### src/rtl/cpu_pkg.sv
// Shared encodings and defaults for the CPU datapath slice.
// Latency: n/a (types and constants only).
// Backpressure: n/a.
package cpu_pkg;

    localparam int DATA_W_DEF = 8;
    localparam int ADDR_W_DEF = 8;
    localparam int IR_W       = 8;

    // Bus source select (bflag)
    typedef enum logic [2:0] {
        BUS_ZERO = 3'd0,
        BUS_PC   = 3'd1,
        BUS_R1   = 3'd2,
        BUS_R2   = 3'd3,
        BUS_R3   = 3'd4,
        BUS_R    = 3'd5,
        BUS_AC   = 3'd6,
        BUS_MEM  = 3'd7
    } bus_sel_e;

    // ALU operation (alu)
    typedef enum logic [2:0] {
        ALU_ADD  = 3'd0,
        ALU_SUB  = 3'd1,
        ALU_PASS = 3'd2,
        ALU_CLR  = 3'd3,
        ALU_DEC  = 3'd4,
        ALU_MUL4 = 3'd5,
        ALU_DIV2 = 3'd6,
        ALU_RSVD = 3'd7
    } alu_op_e;

    // cflag bit indices
    localparam int C_WR = 0;
    localparam int C_AC = 1;
    localparam int C_R  = 2;
    localparam int C_R3 = 3;
    localparam int C_R2 = 4;
    localparam int C_R1 = 5;
    localparam int C_PC = 6;
    localparam int C_AR = 7;

endpackage

### src/rtl/cpu_if.sv
// Controller/memory-facing signal bundle of the CPU datapath.
// Latency: n/a (wires only).
// Backpressure: none; strobes are consumed every cycle.
// master: drives strobes, bflag/alu/cflag and mem_rdata; observes ir, z, memory port, halt and debug.
// slave : the datapath side of the same signals.
interface cpu_if
    import cpu_pkg::*;
#(
    parameter int DATA_W = DATA_W_DEF,
    parameter int ADDR_W = ADDR_W_DEF
) ();

    logic              pcinc;
    logic              r1inc;
    logic              r2inc;
    logic              r3inc;
    logic              acinc;
    logic              fetch;
    logic              finish;
    logic [2:0]        bflag;
    logic [2:0]        alu;
    logic [7:0]        cflag;

    logic [IR_W-1:0]   ir;
    logic              z;

    logic [ADDR_W-1:0] mem_addr;
    logic [DATA_W-1:0] mem_wdata;
    logic              mem_we;
    logic [DATA_W-1:0] mem_rdata;

    logic              halted;
    logic [DATA_W-1:0] ac_dbg;
    logic [ADDR_W-1:0] pc_dbg;

    modport master (
        output pcinc, r1inc, r2inc, r3inc, acinc, fetch, finish,
        output bflag, alu, cflag, mem_rdata,
        input  ir, z, mem_addr, mem_wdata, mem_we, halted, ac_dbg, pc_dbg
    );

    modport slave (
        input  pcinc, r1inc, r2inc, r3inc, acinc, fetch, finish,
        input  bflag, alu, cflag, mem_rdata,
        output ir, z, mem_addr, mem_wdata, mem_we, halted, ac_dbg, pc_dbg
    );

endinterface

### src/rtl/cpu_alu.sv
// Combinational ALU: y = f(op, a=AC, b=bus), modulo 2^DATA_W, carry/borrow dropped.
// Latency: 0 cycles (pure combinational).
// Backpressure: none.
// Ports: a, b (DATA_W operands), op (3-bit alu_op_e), y (DATA_W result).
module cpu_alu
    import cpu_pkg::*;
#(
    parameter int DATA_W = DATA_W_DEF
) (
    input  logic [DATA_W-1:0] a,
    input  logic [DATA_W-1:0] b,
    input  logic [2:0]        op,
    output logic [DATA_W-1:0] y
);

    always_comb begin
        y = a;
        case (alu_op_e'(op))
            ALU_ADD:  y = a + b;
            ALU_SUB:  y = a - b;
            ALU_PASS: y = b;
            ALU_CLR:  y = '0;
            ALU_DEC:  y = a - DATA_W'(1);
            ALU_MUL4: y = a << 2;
            ALU_DIV2: y = a >> 1;
            ALU_RSVD: y = a;
            default:  y = a;
        endcase
    end

endmodule

### src/rtl/cpu_datapath.sv
// Register file, bus mux, ALU and memory port of the CPU, driven by controller strobes.
// Latency: strobes sampled at edge N are visible after edge N; memory port is combinational.
// Backpressure: none; once halted every state update and mem_we is suppressed until rst.
// Ports: clk, rst (sync, active-high); ctl (cpu_if.slave) carries strobes, memory port, ir/z and debug.
module cpu_datapath
    import cpu_pkg::*;
#(
    parameter int DATA_W = DATA_W_DEF,
    parameter int ADDR_W = ADDR_W_DEF
) (
    input  logic  clk,
    input  logic  rst,
    cpu_if.slave  ctl
);

    // Architectural state
    logic [ADDR_W-1:0] pc;
    logic [ADDR_W-1:0] ar;
    logic [IR_W-1:0]   ir_q;
    logic [DATA_W-1:0] r1;
    logic [DATA_W-1:0] r2;
    logic [DATA_W-1:0] r3;
    logic [DATA_W-1:0] r;
    logic [DATA_W-1:0] ac;
    logic              z_q;
    logic              halted_q;
    logic              fetch_d;

    // Combinational datapath
    logic [DATA_W-1:0] bus;
    logic [DATA_W-1:0] alu_y;

    logic [ADDR_W-1:0] pc_nxt;
    logic [ADDR_W-1:0] ar_nxt;
    logic [DATA_W-1:0] r1_nxt;
    logic [DATA_W-1:0] r2_nxt;
    logic [DATA_W-1:0] r3_nxt;
    logic [DATA_W-1:0] r_nxt;
    logic [DATA_W-1:0] ac_nxt;
    logic              ac_wr;

    always_comb begin
        bus = '0;
        case (bus_sel_e'(ctl.bflag))
            BUS_ZERO: bus = '0;
            BUS_PC:   bus = DATA_W'(pc);
            BUS_R1:   bus = r1;
            BUS_R2:   bus = r2;
            BUS_R3:   bus = r3;
            BUS_R:    bus = r;
            BUS_AC:   bus = ac;
            BUS_MEM:  bus = ctl.mem_rdata;
            default:  bus = '0;
        endcase
    end

    cpu_alu #(
        .DATA_W (DATA_W)
    ) u_alu (
        .a  (ac),
        .b  (bus),
        .op (ctl.alu),
        .y  (alu_y)
    );

    // Next-state selection. A bus load always beats an increment on the
    // same register; fetch beats an explicit AR load.
    always_comb begin
        ar_nxt = ar;
        if (ctl.fetch) begin
            ar_nxt = pc;
        end else if (ctl.cflag[C_AR]) begin
            ar_nxt = ADDR_W'(bus);
        end

        pc_nxt = pc;
        if (ctl.cflag[C_PC]) begin
            pc_nxt = ADDR_W'(bus);
        end else if (ctl.pcinc) begin
            pc_nxt = pc + ADDR_W'(1);
        end

        r1_nxt = r1;
        if (ctl.cflag[C_R1]) begin
            r1_nxt = bus;
        end else if (ctl.r1inc) begin
            r1_nxt = r1 + DATA_W'(1);
        end

        r2_nxt = r2;
        if (ctl.cflag[C_R2]) begin
            r2_nxt = bus;
        end else if (ctl.r2inc) begin
            r2_nxt = r2 + DATA_W'(1);
        end

        r3_nxt = r3;
        if (ctl.cflag[C_R3]) begin
            r3_nxt = bus;
        end else if (ctl.r3inc) begin
            r3_nxt = r3 + DATA_W'(1);
        end

        r_nxt = r;
        if (ctl.cflag[C_R]) begin
            r_nxt = bus;
        end

        ac_nxt = ac;
        if (ctl.cflag[C_AC]) begin
            ac_nxt = alu_y;
        end else if (ctl.acinc) begin
            ac_nxt = ac + DATA_W'(1);
        end

        // z tracks AC only on edges that actually write AC
        ac_wr = ctl.cflag[C_AC] | ctl.acinc;
    end

    always_ff @(posedge clk) begin
        if (rst) begin
            pc       <= '0;
            ar       <= '0;
            ir_q     <= '0;
            r1       <= '0;
            r2       <= '0;
            r3       <= '0;
            r        <= '0;
            ac       <= '0;
            z_q      <= 1'b1;
            halted_q <= 1'b0;
            fetch_d  <= 1'b0;
        end else if (!halted_q) begin
            pc      <= pc_nxt;
            ar      <= ar_nxt;
            r1      <= r1_nxt;
            r2      <= r2_nxt;
            r3      <= r3_nxt;
            r       <= r_nxt;
            ac      <= ac_nxt;
            if (ac_wr) begin
                z_q <= (ac_nxt == '0);
            end
            // IR captures the word addressed by the AR loaded on the fetch edge
            if (fetch_d) begin
                ir_q <= IR_W'(ctl.mem_rdata);
            end
            fetch_d <= ctl.fetch;
            // Strobes on the finish edge still land; freezing starts next edge
            if (ctl.finish) begin
                halted_q <= 1'b1;
            end
        end else begin
            fetch_d <= 1'b0;
        end
    end

    // Memory port: write uses the current (pre-edge) AR
    assign ctl.mem_addr  = ar;
    assign ctl.mem_wdata = bus;
    assign ctl.mem_we    = ctl.cflag[C_WR] & ~halted_q;

    assign ctl.ir     = ir_q;
    assign ctl.z      = z_q;
    assign ctl.halted = halted_q;
    assign ctl.ac_dbg = ac;
    assign ctl.pc_dbg = pc;

endmodule

### src/flat_wrapper.sv
// flat-port wrapper written by rule: the top's interface ports become plain ports
module cpu_datapath_flat import cpu_pkg::*;
#(
    parameter int DATA_W = DATA_W_DEF,
    parameter int ADDR_W = ADDR_W_DEF
)
  (clk, rst, ctl_pcinc, ctl_r1inc, ctl_r2inc, ctl_r3inc, ctl_acinc, ctl_fetch, ctl_finish, ctl_bflag, ctl_alu, ctl_cflag, ctl_mem_rdata, ctl_ir, ctl_z, ctl_mem_addr, ctl_mem_wdata, ctl_mem_we, ctl_halted, ctl_ac_dbg, ctl_pc_dbg);
  cpu_if #(.DATA_W(DATA_W), .ADDR_W(ADDR_W)) ctl_i ();
  input  logic clk;
  input  logic rst;
  input wire logic [$bits(ctl_i.pcinc)-1:0] ctl_pcinc;
  input wire logic [$bits(ctl_i.r1inc)-1:0] ctl_r1inc;
  input wire logic [$bits(ctl_i.r2inc)-1:0] ctl_r2inc;
  input wire logic [$bits(ctl_i.r3inc)-1:0] ctl_r3inc;
  input wire logic [$bits(ctl_i.acinc)-1:0] ctl_acinc;
  input wire logic [$bits(ctl_i.fetch)-1:0] ctl_fetch;
  input wire logic [$bits(ctl_i.finish)-1:0] ctl_finish;
  input wire logic [$bits(ctl_i.bflag)-1:0] ctl_bflag;
  input wire logic [$bits(ctl_i.alu)-1:0] ctl_alu;
  input wire logic [$bits(ctl_i.cflag)-1:0] ctl_cflag;
  input wire logic [$bits(ctl_i.mem_rdata)-1:0] ctl_mem_rdata;
  output wire logic [$bits(ctl_i.ir)-1:0] ctl_ir;
  output wire logic [$bits(ctl_i.z)-1:0] ctl_z;
  output wire logic [$bits(ctl_i.mem_addr)-1:0] ctl_mem_addr;
  output wire logic [$bits(ctl_i.mem_wdata)-1:0] ctl_mem_wdata;
  output wire logic [$bits(ctl_i.mem_we)-1:0] ctl_mem_we;
  output wire logic [$bits(ctl_i.halted)-1:0] ctl_halted;
  output wire logic [$bits(ctl_i.ac_dbg)-1:0] ctl_ac_dbg;
  output wire logic [$bits(ctl_i.pc_dbg)-1:0] ctl_pc_dbg;
  assign ctl_i.pcinc = ctl_pcinc;
  assign ctl_i.r1inc = ctl_r1inc;
  assign ctl_i.r2inc = ctl_r2inc;
  assign ctl_i.r3inc = ctl_r3inc;
  assign ctl_i.acinc = ctl_acinc;
  assign ctl_i.fetch = ctl_fetch;
  assign ctl_i.finish = ctl_finish;
  assign ctl_i.bflag = ctl_bflag;
  assign ctl_i.alu = ctl_alu;
  assign ctl_i.cflag = ctl_cflag;
  assign ctl_i.mem_rdata = ctl_mem_rdata;
  assign ctl_ir = ctl_i.ir;
  assign ctl_z = ctl_i.z;
  assign ctl_mem_addr = ctl_i.mem_addr;
  assign ctl_mem_wdata = ctl_i.mem_wdata;
  assign ctl_mem_we = ctl_i.mem_we;
  assign ctl_halted = ctl_i.halted;
  assign ctl_ac_dbg = ctl_i.ac_dbg;
  assign ctl_pc_dbg = ctl_i.pc_dbg;
  cpu_datapath #(.DATA_W(DATA_W), .ADDR_W(ADDR_W)) u_core (.clk(clk), .rst(rst), .ctl(ctl_i));
endmodule
### config.mk
export PLATFORM = sky130hd
export DESIGN_NAME = cpu_datapath_flat
export DESIGN_NICKNAME = d
export VERILOG_FILES = /design/src/rtl/cpu_pkg.sv /design/src/rtl/cpu_if.sv /design/src/rtl/cpu_alu.sv /design/src/rtl/cpu_datapath.sv /design/src/flat_wrapper.sv
export SDC_FILE = /design/constraint.sdc
export NUM_CORES = 1
export LEC_CHECK = 0
export BUFFER_PORTS_ARGS = -buffer_cell sky130_fd_sc_hd__buf_2
export CORE_UTILIZATION = 36
export DETAILED_ROUTE_END_ITERATION = 16
export HOLD_SLACK_MARGIN = 0.03
export PLACE_DENSITY = 0.67
export RECOVER_POWER = 100
export REMOVE_ABC_BUFFERS = 1
export SYNTH_ARGS = -nofsm -noshare
export SYNTH_HDL_FRONTEND = slang
export SYNTH_SLANG_ARGS = --single-unit
### constraint.sdc
create_clock -name clk -period 5.6 [get_ports clk]
set_clock_uncertainty 0.05 [all_clocks]
set_input_delay 1.68 -clock clk [delete_from_list [all_inputs] [get_ports clk]]
set_output_delay 1.68 -clock clk [all_outputs]
set_load 0.05 [all_outputs]
==> metrics <==
fillcell total=1,370; post-CTS setup buffers=0; fin nets=between 700 and 800; Final min period=around 5400 ps; max-cap violations=2; final hold violations=0; busiest grt layer=met2; vias in the first global route=approximately 4,700; gr ovfl total=0; Via-to-Cell Ratio=between 5 and 6; IO Pins=74; Starting Density=between 30% and 40%; Chip Width=roughly 120 um; CTS tree=done; asr flop ratio synth=0%; First-pass DRT Iterations=5; remaining routing DRC violations=0; Power Dens Cells=slightly below 300 nW/um^2; synthesized instance count=roughly 660; fmax=about 0.19 GHz; ant diodes=0; Detail Placement HPWL=between 10 and 15 mm; clk sinks=between 60 and 70; H-tree depth=3; Yosys cell types=69; Critical Path Slowest Stage Cell=clkbuf_1; grt met3 use=~5.0%; FF+latch count, synth=between 60 and 70; GRT Total Usage=around 23%; Vias=a little over 5,000; post-route insts no fill=904; first-pass GRT wire length=25.2 mm; core box area=~13,000 um^2; number of flops mapped to enable cells by yosys=0; CP max FO=18; Max Root-Sink Buffers=2; worst-margin pin slew=1680 ps; worst relative slew slack=-12.0%; grt met2 use=approximately a third; drt wl/cell=17.6 um; crit path launch type=primary input; Setup Total Neg Slack=0 ps; Worst EP arrival=about 3700 ps; CTS buffer count=9; Skew-Pair Late Insertion Delay=around 350 ps; clk root buf=clkbuf_16; Critical Path RT=3870 ps; largest net degree at the start of global routing=36; Seq/Total Area, Yosys=between 20% and 30%; Worst Setup End Kind=output port; final setup vio count=0; die area=approximately 14,000 um^2; CP max stage delay=between 400 and 500 ps; Hold Crit Class=reg2reg; grt met1 use=between 30% and 40%; Critical Path, Cell by Cell=buf_2 -> buf_4 -> mux2i_1 -> a22oi_1 -> and2_4 -> clkbuf_1 -> clkbuf_2; syn_area_per_cell=roughly 7.4 um^2; post-CTS sizing=0; RSZ-0062 raised after global routing=no; Slew Viols, Final=69; Hold-fix buffers, CTS=0; Mapped Area=4930 um^2; crit path kind=in2out; period utilization=a little over nine tenths; CTS clk-pin slew, worst paths=around 50 ps; die height=between 100 and 150 um; # port buffers=73; GP Congestion=0.930; leak pwr=2.30 nW; routed wire length=roughly 16 mm; initial antenna violation count=0; violated checks=capacitance limit, slew limit; layout cells sized above 1=9.20%; Primary FF master, synth=dfxtp_1; Peak VDD IR=between 0.2 and 0.25 mV; Cell Count Post-Placement=a little under 900; status=finished with violations; Routed Antenna Nets=0; row count=between 40 and 50; drt first-iter violations=around 420; Synth-to-Final Area Change=15.7%; Ys Warns=0
-- path summary, 6_finish.rpt --
kind | end | slack, ps | startpoint | depth (start not counted)
setup reg to reg | u_core.ctl.z$_SDFFE_PP1P_ | 1540 | u_core.r3[1]$_SDFFE_PP0P_ | 18
hold reg to reg | u_core.r[4]$_SDFFE_PP0P_ | 410 | u_core.r[4]$_SDFFE_PP0P_ | 2
hold / removal | u_core.r[4]$_SDFFE_PP0P_ | 410 | u_core.r[4]$_SDFFE_PP0P_ | 2
setup / recovery | ctl_mem_wdata[4] | 200 | ctl_bflag[2] | 7
-- state kept, by name, summed over array words and instances, names as in the netlist --
| register | count |
|---|---|
| u_core.fetch_d | 1 |
| u_core.ctl.halted | 1 |
| u_core.ctl.ir | 8 |
| u_core.r2 | 8 |
| u_core.ctl.pc_dbg | 8 |
| u_core.ctl.mem_addr | 8 |
| u_core.r1 | 8 |
| u_core.r | 8 |
| u_core.r3 | 8 |
| u_core.ctl.z | 1 |
| u_core.ctl.ac_dbg | 8 |
-- through the flow --
stage	hold slack, ps	instance area [um^2]	utilization [%]	setup slack, ps	power, mW
3_3_place_gp	394	5480	41.2	148	1.07
4_1_cts	408	5800	43.6	425	1.69
2_1_floorplan	378	4720	-	194	0.894
5_1_grt	427	5700	42.9	68.5	1.75
3_5_place_dp	401	5480	41.2	73.3	1.07
6_report	409	5700	42.9	197	1.68
-- cell usage after synthesis (4+ instances only) --
cell type    n  area share [%]
nand2_1     42             3.2
nand3_1     17             1.7
mux2i_1     38             7.7
a31oi_1      9             1.1
a21oi_1     52             5.3
o21a_1       5            0.76
nor3b_1      8             1.2
and3_1      19             2.4
nor3_1      11             1.1
ha_1        13             3.3
o211ai_1     4            0.61
nor2_1     116             8.8
o31ai_1      7             1.1
and2_1       4            0.51
clkbuf_1    34             2.6
o21ai_1      5            0.51
nor2b_1      9             1.1
xnor2_1      4            0.71
xor2_1       5            0.89
inv_1       19             1.4
a211oi_1    15             2.3
a22oi_1     21             3.2
nand2b_1     5            0.63
o21ai_0     56             5.7
a22o_1       6             1.1
dfxtp_1     67              27
buf_1        4            0.30
-- logic make-up (layout without fill, tap and decap cells) --
| logic type | after synthesis | after routing | synth area share (%) |
|---|---|---|---|
| flip-flops | 67 | 67 | 27.2 |
| multiplexers | 46 | 46 | 10.2 |
| adder cells (fa/ha/maj) | 14 | 14 | 3.70 |
| buffers and inverters | 64 | 130 | 5.79 |
| XOR/XNOR | 10 | 10 | 2.06 |
| AND/OR/NAND/NOR | 250 | 250 | 23.8 |
| AO/OA/AOI/OAI | 211 | 211 | 27.3 |
-- final cells by class --
type	instances	area (um^2)	share of cell area, %
multi-input combinational	531	3300	57.8
clock buffer	12	246	4.32
inverter	19	71.3	1.25
clock inverter	4	73.8	1.29
tap	176	220	3.86
timing repair buffer	95	453	7.94
sequential	67	1340	23.5
-- where the power goes --
part           internal [mW]  switching, mW  total (mW)  leakage [nW]
Clock                  0.402          0.219       0.621         0.157
Combinational          0.172          0.325       0.497          1.59
Sequential             0.509         0.0501       0.559         0.549
-- placed cells by master (no fill, tap or decap), drive strengths merged, types with 3 or more instances in the layout --
cell type / Yosys / final
nor2: 117 / 117
a21oi: 52 / 52
o31ai: 7 / 7
nand2b: 5 / 5
buf: 11 / 42
nand2: 42 / 42
ha: 13 / 13
mux2: 6 / 6
inv: 19 / 19
clkbuf: 34 / 65
xnor2: 4 / 4
mux2i: 38 / 38
xor2: 5 / 5
a211oi: 16 / 16
nand3: 17 / 17
o21a: 5 / 5
o22ai: 3 / 3
a31oi: 9 / 9
o221ai: 3 / 3
nor3: 11 / 11
nor2b: 9 / 9
and2: 5 / 5
and3: 19 / 19
a22oi: 21 / 21
a221oi: 4 / 4
dfxtp: 67 / 67
o32ai: 3 / 3
or3: 3 / 3
o21ai: 61 / 61
a22o: 6 / 6
o211ai: 4 / 4
nor3b: 8 / 8
-- critical path, delay by kind of cell --
family	cells	cell delay [ps]
buf+inv	4	1410
simple gates	1	230
mux	1	90
compound gates	1	240
-- routing by layer --
metal / share of wire, % / vias to the layer above / wire length, um
li1: - / 2543 / -
met1: 46 / 2428 / 7340
met2: 45 / 175 / 7150
met3: 6.8 / 23 / 1080
met4: 1.9 / 0 / 305
met5: 0 / - / 0
Power figures use the tool's default switching activity.
